## config.mk

```make
export PLATFORM = sky130hd
export DESIGN_NAME = memgen_arb_2p
export DESIGN_NICKNAME = d
export VERILOG_FILES = /design/src/rtl/memgen_arb_2p.sv
export SDC_FILE = /design/constraint.sdc
export NUM_CORES = 1
export LEC_CHECK = 0
export BUFFER_PORTS_ARGS = -buffer_cell sky130_fd_sc_hd__buf_2
export CORE_ASPECT_RATIO = 0.75
export CORE_MARGIN = 4
export CORE_UTILIZATION = 35
export DETAILED_ROUTE_END_ITERATION = 8
export PLACE_DENSITY_LB_ADDON = 0.25
export SYNTH_ARGS = -nofsm -noshare
export SYNTH_HDL_FRONTEND = slang
export SYNTH_SLANG_ARGS = --single-unit
```

## constraint.sdc

```tcl
create_clock -name clock -period 1.3 [get_ports clock]
set_clock_uncertainty 0.1 [all_clocks]
set_input_delay 0.325 -clock clock [delete_from_list [all_inputs] [get_ports clock]]
set_output_delay 0.325 -clock clock [all_outputs]
set_load 0.01 [all_outputs]
```

## src/rtl/memgen_arb_2p.sv

```systemverilog
// Two-port arbiter/sequencer in front of a single-port 1024x16 MemGen SRAM macro.
// Define MEMGEN_ARB_RR_EN for round-robin arbitration; the default is fixed priority (p0 wins).
module memgen_arb_2p #(
  parameter int ADDR_W = 10,
  parameter int DATA_W = 16
) (
  input  logic              clock,
  input  logic              reset,
  // Request handshake: a request transfers on a cycle where req_valid && req_ready.
  // ready depends combinationally on valid and is never raised toward an idle port.
  input  logic              p0_req_valid,
  output logic              p0_req_ready,
  input  logic              p0_req_we,
  input  logic [ADDR_W-1:0] p0_req_addr,
  input  logic [DATA_W-1:0] p0_req_wdata,
  input  logic              p1_req_valid,
  output logic              p1_req_ready,
  input  logic              p1_req_we,
  input  logic [ADDR_W-1:0] p1_req_addr,
  input  logic [DATA_W-1:0] p1_req_wdata,
  output logic              p0_rsp_valid,
  output logic [DATA_W-1:0] p0_rsp_rdata,
  output logic              p1_rsp_valid,
  output logic [DATA_W-1:0] p1_rsp_rdata,
  output logic              mem_chip_en,
  output logic              mem_wr_en,
  output logic              mem_rd_en,
  output logic [ADDR_W-1:0] mem_addr,
  output logic [DATA_W-1:0] mem_wr_data,
  input  logic [DATA_W-1:0] mem_rd_data
);

  logic grant_p0;
  logic grant_p1;

`ifdef MEMGEN_ARB_RR_EN
  logic rr_ptr;  // 0: p0 preferred, 1: p1 preferred

  always_comb begin
    grant_p0 = 1'b0;
    grant_p1 = 1'b0;
    if (!reset) begin
      if (p0_req_valid && p1_req_valid) begin
        grant_p0 = ~rr_ptr;
        grant_p1 = rr_ptr;
      end else begin
        grant_p0 = p0_req_valid;
        grant_p1 = p1_req_valid;
      end
    end
  end

  // After any grant the other port becomes preferred.
  always_ff @(posedge clock) begin
    if (reset) begin
      rr_ptr <= 1'b0;
    end else if (grant_p0) begin
      rr_ptr <= 1'b1;
    end else if (grant_p1) begin
      rr_ptr <= 1'b0;
    end
  end
`else
  always_comb begin
    grant_p0 = ~reset & p0_req_valid;
    grant_p1 = ~reset & p1_req_valid & ~p0_req_valid;
  end
`endif

  assign p0_req_ready = grant_p0;
  assign p1_req_ready = grant_p1;

  logic              acc;
  logic              acc_port;
  logic              acc_we;
  logic [ADDR_W-1:0] acc_addr;
  logic [DATA_W-1:0] acc_wdata;

  always_comb begin
    acc       = grant_p0 | grant_p1;
    acc_port  = grant_p1;
    acc_we    = grant_p1 ? p1_req_we    : p0_req_we;
    acc_addr  = grant_p1 ? p1_req_addr  : p0_req_addr;
    acc_wdata = grant_p1 ? p1_req_wdata : p0_req_wdata;
  end

  // Command stage: address/data hold their last value when idle.
  always_ff @(posedge clock) begin
    if (reset) begin
      mem_chip_en <= 1'b0;
      mem_wr_en   <= 1'b0;
      mem_rd_en   <= 1'b0;
      mem_addr    <= '0;
      mem_wr_data <= '0;
    end else begin
      mem_chip_en <= acc;
      mem_wr_en   <= acc & acc_we;
      mem_rd_en   <= acc & ~acc_we;
      if (acc) begin
        mem_addr    <= acc_addr;
        mem_wr_data <= acc_wdata;
      end
    end
  end

  // Tag pipeline: stage 1 aligns with the command, stage 2 with mem_rd_data.
  logic tag1_valid, tag1_port, tag1_read;
  logic tag2_valid, tag2_port, tag2_read;

  always_ff @(posedge clock) begin
    if (reset) begin
      tag1_valid <= 1'b0;
      tag1_port  <= 1'b0;
      tag1_read  <= 1'b0;
      tag2_valid <= 1'b0;
      tag2_port  <= 1'b0;
      tag2_read  <= 1'b0;
    end else begin
      tag1_valid <= acc;
      tag1_port  <= acc_port;
      tag1_read  <= ~acc_we;
      tag2_valid <= tag1_valid;
      tag2_port  <= tag1_port;
      tag2_read  <= tag1_read;
    end
  end

  logic rsp_hit;

  always_comb begin
    rsp_hit      = tag2_valid & tag2_read & ~reset;
    p0_rsp_valid = rsp_hit & ~tag2_port;
    p1_rsp_valid = rsp_hit & tag2_port;
    p0_rsp_rdata = p0_rsp_valid ? mem_rd_data : '0;
    p1_rsp_rdata = p1_rsp_valid ? mem_rd_data : '0;
  end

endmodule

```

==> flow_metrics.env <==
export IMPL_status="complete, but fails checks"
export IMPL_failed_checks="negative setup slack"
export IMPL_grt_use_met2=0.375
export IMPL_grt_max_degree=22
export IMPL_slowest_stage="and4bb_4"
export IMPL_yosysWarnings=0
export IMPL_n_antenna_cell=0
export IMPL_area_growth_pct=70.1
export IMPL_gp_congestion=0.680
export IMPL_setup_viol_count_final=34
export IMPL_final_cell_mix="buf_2 (115), dfxtp_1 (31), nor2b_1 (29), mux2i_1 (26), a211oi_1 (26)"
export IMPL_start_util=0.374
export IMPL_cp_required_ns=0.88
export IMPL_min_to="tag1_read$_SDFF_PP0_"
export IMPL_power_switching_w=0.000633
export IMPL_p_leak_nw=1.51
export IMPL_fmax_mhz=588
export IMPL_holdWs_ns=0.171
export IMPL_core_area_um2=4600
export IMPL_internal_power_w=0.00200
export IMPL_ys_types=21
export IMPL_critPathMaxStageDelay_ns=0.37
export IMPL_comb_power_share=0.192
export IMPL_root_buffer="clkbuf_8"
export IMPL_hold_violations=0
export IMPL_reg2reg_setup_slack_ns=0.46
export IMPL_netSwitchingFraction=0.240
export IMPL_finalPower_w=0.00263
export IMPL_hpwl_mm=4.13
export IMPL_hold_path_depth=2
export IMPL_cap_viol_max_count=0
export IMPL_synthTopCellsByArea="dfxtp_1 (40%), mux2i_1 (15%), and2_1 (12%)"
export IMPL_clock_sinks=34
export IMPL_fin_util=0.637
export IMPL_cts_clk_slew_worst_paths_ns=0.06
export IMPL_ant_nets=0
export IMPL_setup_ws_ns=-0.400
export IMPL_track_usage=0.198
export IMPL_grtUsageMet3=0.0606
export IMPL_syn_inst=179
export IMPL_die_h_um=68.7
export IMPL_fp_dieW_um=89.0
export IMPL_grt_pass1_wl_mm=9.05
export IMPL_final_period_utilization=1.31
export IMPL_p_seq_frac=0.439
export IMPL_grt_pass1_vias=1772
export IMPL_numCtsBuffers=5
export IMPL_cts_tree="yes"
export IMPL_cts_hold_buf=0
export IMPL_clock_path_buffers=2
export IMPL_row_count=21
export IMPL_yosysTopAreaCellShare=0.395
export IMPL_die_area_um2=6120
export IMPL_ioPinCount=139
export IMPL_use_met1=0.203
export IMPL_top_usage_layer="met2"
export IMPL_min_period_ns=1.70
export IMPL_drive_gt1_frac=0.585
export IMPL_via_per_inst=4.91
export IMPL_r2r_end="mem_wr_data[13]$_SDFFE_PP0P_"
export IMPL_ys_ff_latch=34
export IMPL_rsz0062_at_grt="true"
export IMPL_final_common_cell="buf_2"
export IMPL_vias=1891
export IMPL_path_class="reg -> out"
export IMPL_hp_class="in -> reg"
export IMPL_crit_chain="and4bb_4 > and2_1 > buf_2"
export IMPL_fill_cells=377
export IMPL_final_nets=402
export IMPL_totalWireLength_mm=6.28
export IMPL_yosys_area_top_type="dfxtp_1"
export IMPL_h_tree_depth=2
export IMPL_portBuffers=138
export IMPL_slew_headroom=0.855
export IMPL_vdd_drop_max_mv=0.624
export IMPL_syn_cell_area_um2=1720
export IMPL_grt_overflow=0
export IMPL_drc=0
export IMPL_timing_critical_path_arrival_ns=1.27
export IMPL_clk_latency_ns=0.28
export IMPL_r2r_worst_path_cells=2
export IMPL_worstMarginPinSlew_ns=0.218
export IMPL_syn_nets=253
export IMPL_powerDensity_nw_per_um2=899
export IMPL_antenna_found_initial=0
export IMPL_avgSynthCellArea_um2=9.62
export IMPL_start_kind="flop"
export IMPL_cp_max_fo=8
export IMPL_dr_pass1_iters=4
export IMPL_routedWlPerCell_um=16.3
export IMPL_min_from="p0_req_we"
export IMPL_cp_end_kind="output port"
export IMPL_drtIter0Drc=42
export IMPL_clkPwrFrac=0.369
export IMPL_maxSlewViolCount=0
export IMPL_yosysSeqAreaShare=0.395
export IMPL_reg2reg_from="mem_wr_data[13]$_SDFFE_PP0P_"
==> registers in the layout, indices dropped and copies added, names as in the netlist <==
register and cells:
mem_wr_en 1, mem_addr 10, mem_wr_data 16, mem_rd_en 1, tag2_read 1, tag1_port 1
tag2_valid 1, tag2_port 1, tag1_read 1, tag1_valid 1
==> critical path, delay by kind of cell (launching register included) <==
| kind | cells | cell delay (ns) |
|---|---|---|
| simple gates | 2 | 0.53 |
| buf+inv | 1 | 0.13 |
| flops | 1 | 0.34 |
==> worst max-delay path by stage <==
stage | from | to | cells past startpoint
2_1_floorplan | reset | p1_rsp_rdata[10] | 4
3_3_place_gp | reset | p0_rsp_rdata[3] | 4
3_5_place_dp | reset | p0_rsp_rdata[6] | 4
4_1_cts | tag2_port$_SDFF_PP0_ | p0_rsp_rdata[1] | 3
5_1_grt | tag2_port$_SDFF_PP0_ | p0_rsp_rdata[5] | 3
6_report | tag2_port$_SDFF_PP0_ | p0_rsp_rdata[5] | 3
==> per-stage QoR <==
| stage | instances | worst slack, ns | instance area (um2) | setup TNS, ns |
|---|---|---|---|---|
| 6_report | 385 | -0.400 | 2930 | -11.78 |
| 5_1_grt | 385 | -0.442 | 2930 | -13.10 |
| 4_1_cts | 385 | -0.355 | 2920 | -11.18 |
| 3_5_place_dp | 369 | -0.346 | 2520 | -10.80 |
| 3_3_place_gp | 369 | -0.311 | 2520 | -10.18 |
| 2_1_floorplan | 179 | -0.170 | 1780 | -2.60 |
==> metal layers <==
metal | part of all wire | vias to the layer above
met1 | 0.37 | 858
met3 | 0.10 | 14
met5 | 0 | -
li1 | - | 927
met4 | 0.027 | 0
met2 | 0.51 | 92
==> logic make-up after synthesis <==
group / count (synthesis) / synth area share
simple gates: 74 / 0.269
flops: 34 / 0.395
compound gates: 29 / 0.124
mux: 26 / 0.151
buf+inv: 16 / 0.0603
==> synth_stat cells <==
master    number
dfxtp_1       34
and2_1        33
nor2b_1       29
a211oi_1      26
mux2i_1       26
clkbuf_1       6
nor2_1         5
buf_4          3
a21oi_1        2
buf_1          2
buf_6          2
nand2b_1       2
a221oi_1       1
and4b_2        1
and4bb_2       1
buf_12         1
buf_2          1
inv_2          1
nand2_1        1
nand3b_1       1
or3b_1         1
==> area by class of cell <==
cell class	instances	area (um2)	area share
clock inverter	1	30.0	0.0103
clock buffer	6	82.6	0.0282
timing repair buffer	153	997	0.340
multi-input combinational	133	1050	0.360
sequential	34	689	0.235
tap	57	71.3	0.0243
inverter	1	3.75	0.00128
==> power groups by stage <==
stage          Combinational (W)  Clock, W  Sequential [W]
2_1_floorplan           0.000209         0         0.00120
6_report                0.000506  0.000973         0.00116
5_1_grt                 0.000558   0.00105         0.00116
3_3_place_gp            0.000470         0         0.00117
4_1_cts                 0.000508  0.000998         0.00115
3_5_place_dp            0.000472         0         0.00117
==> what timing repair did <==
item / 4_1_cts / 5_1_grt
resized for setup: 37 / 3
gates cloned: 5 / 0
setup buffers: 4 / 0
setup endpoints to repair: 36 / 35
pin swaps: 15 / 3
No activity file was read; power rests on OpenSTA's default activity.
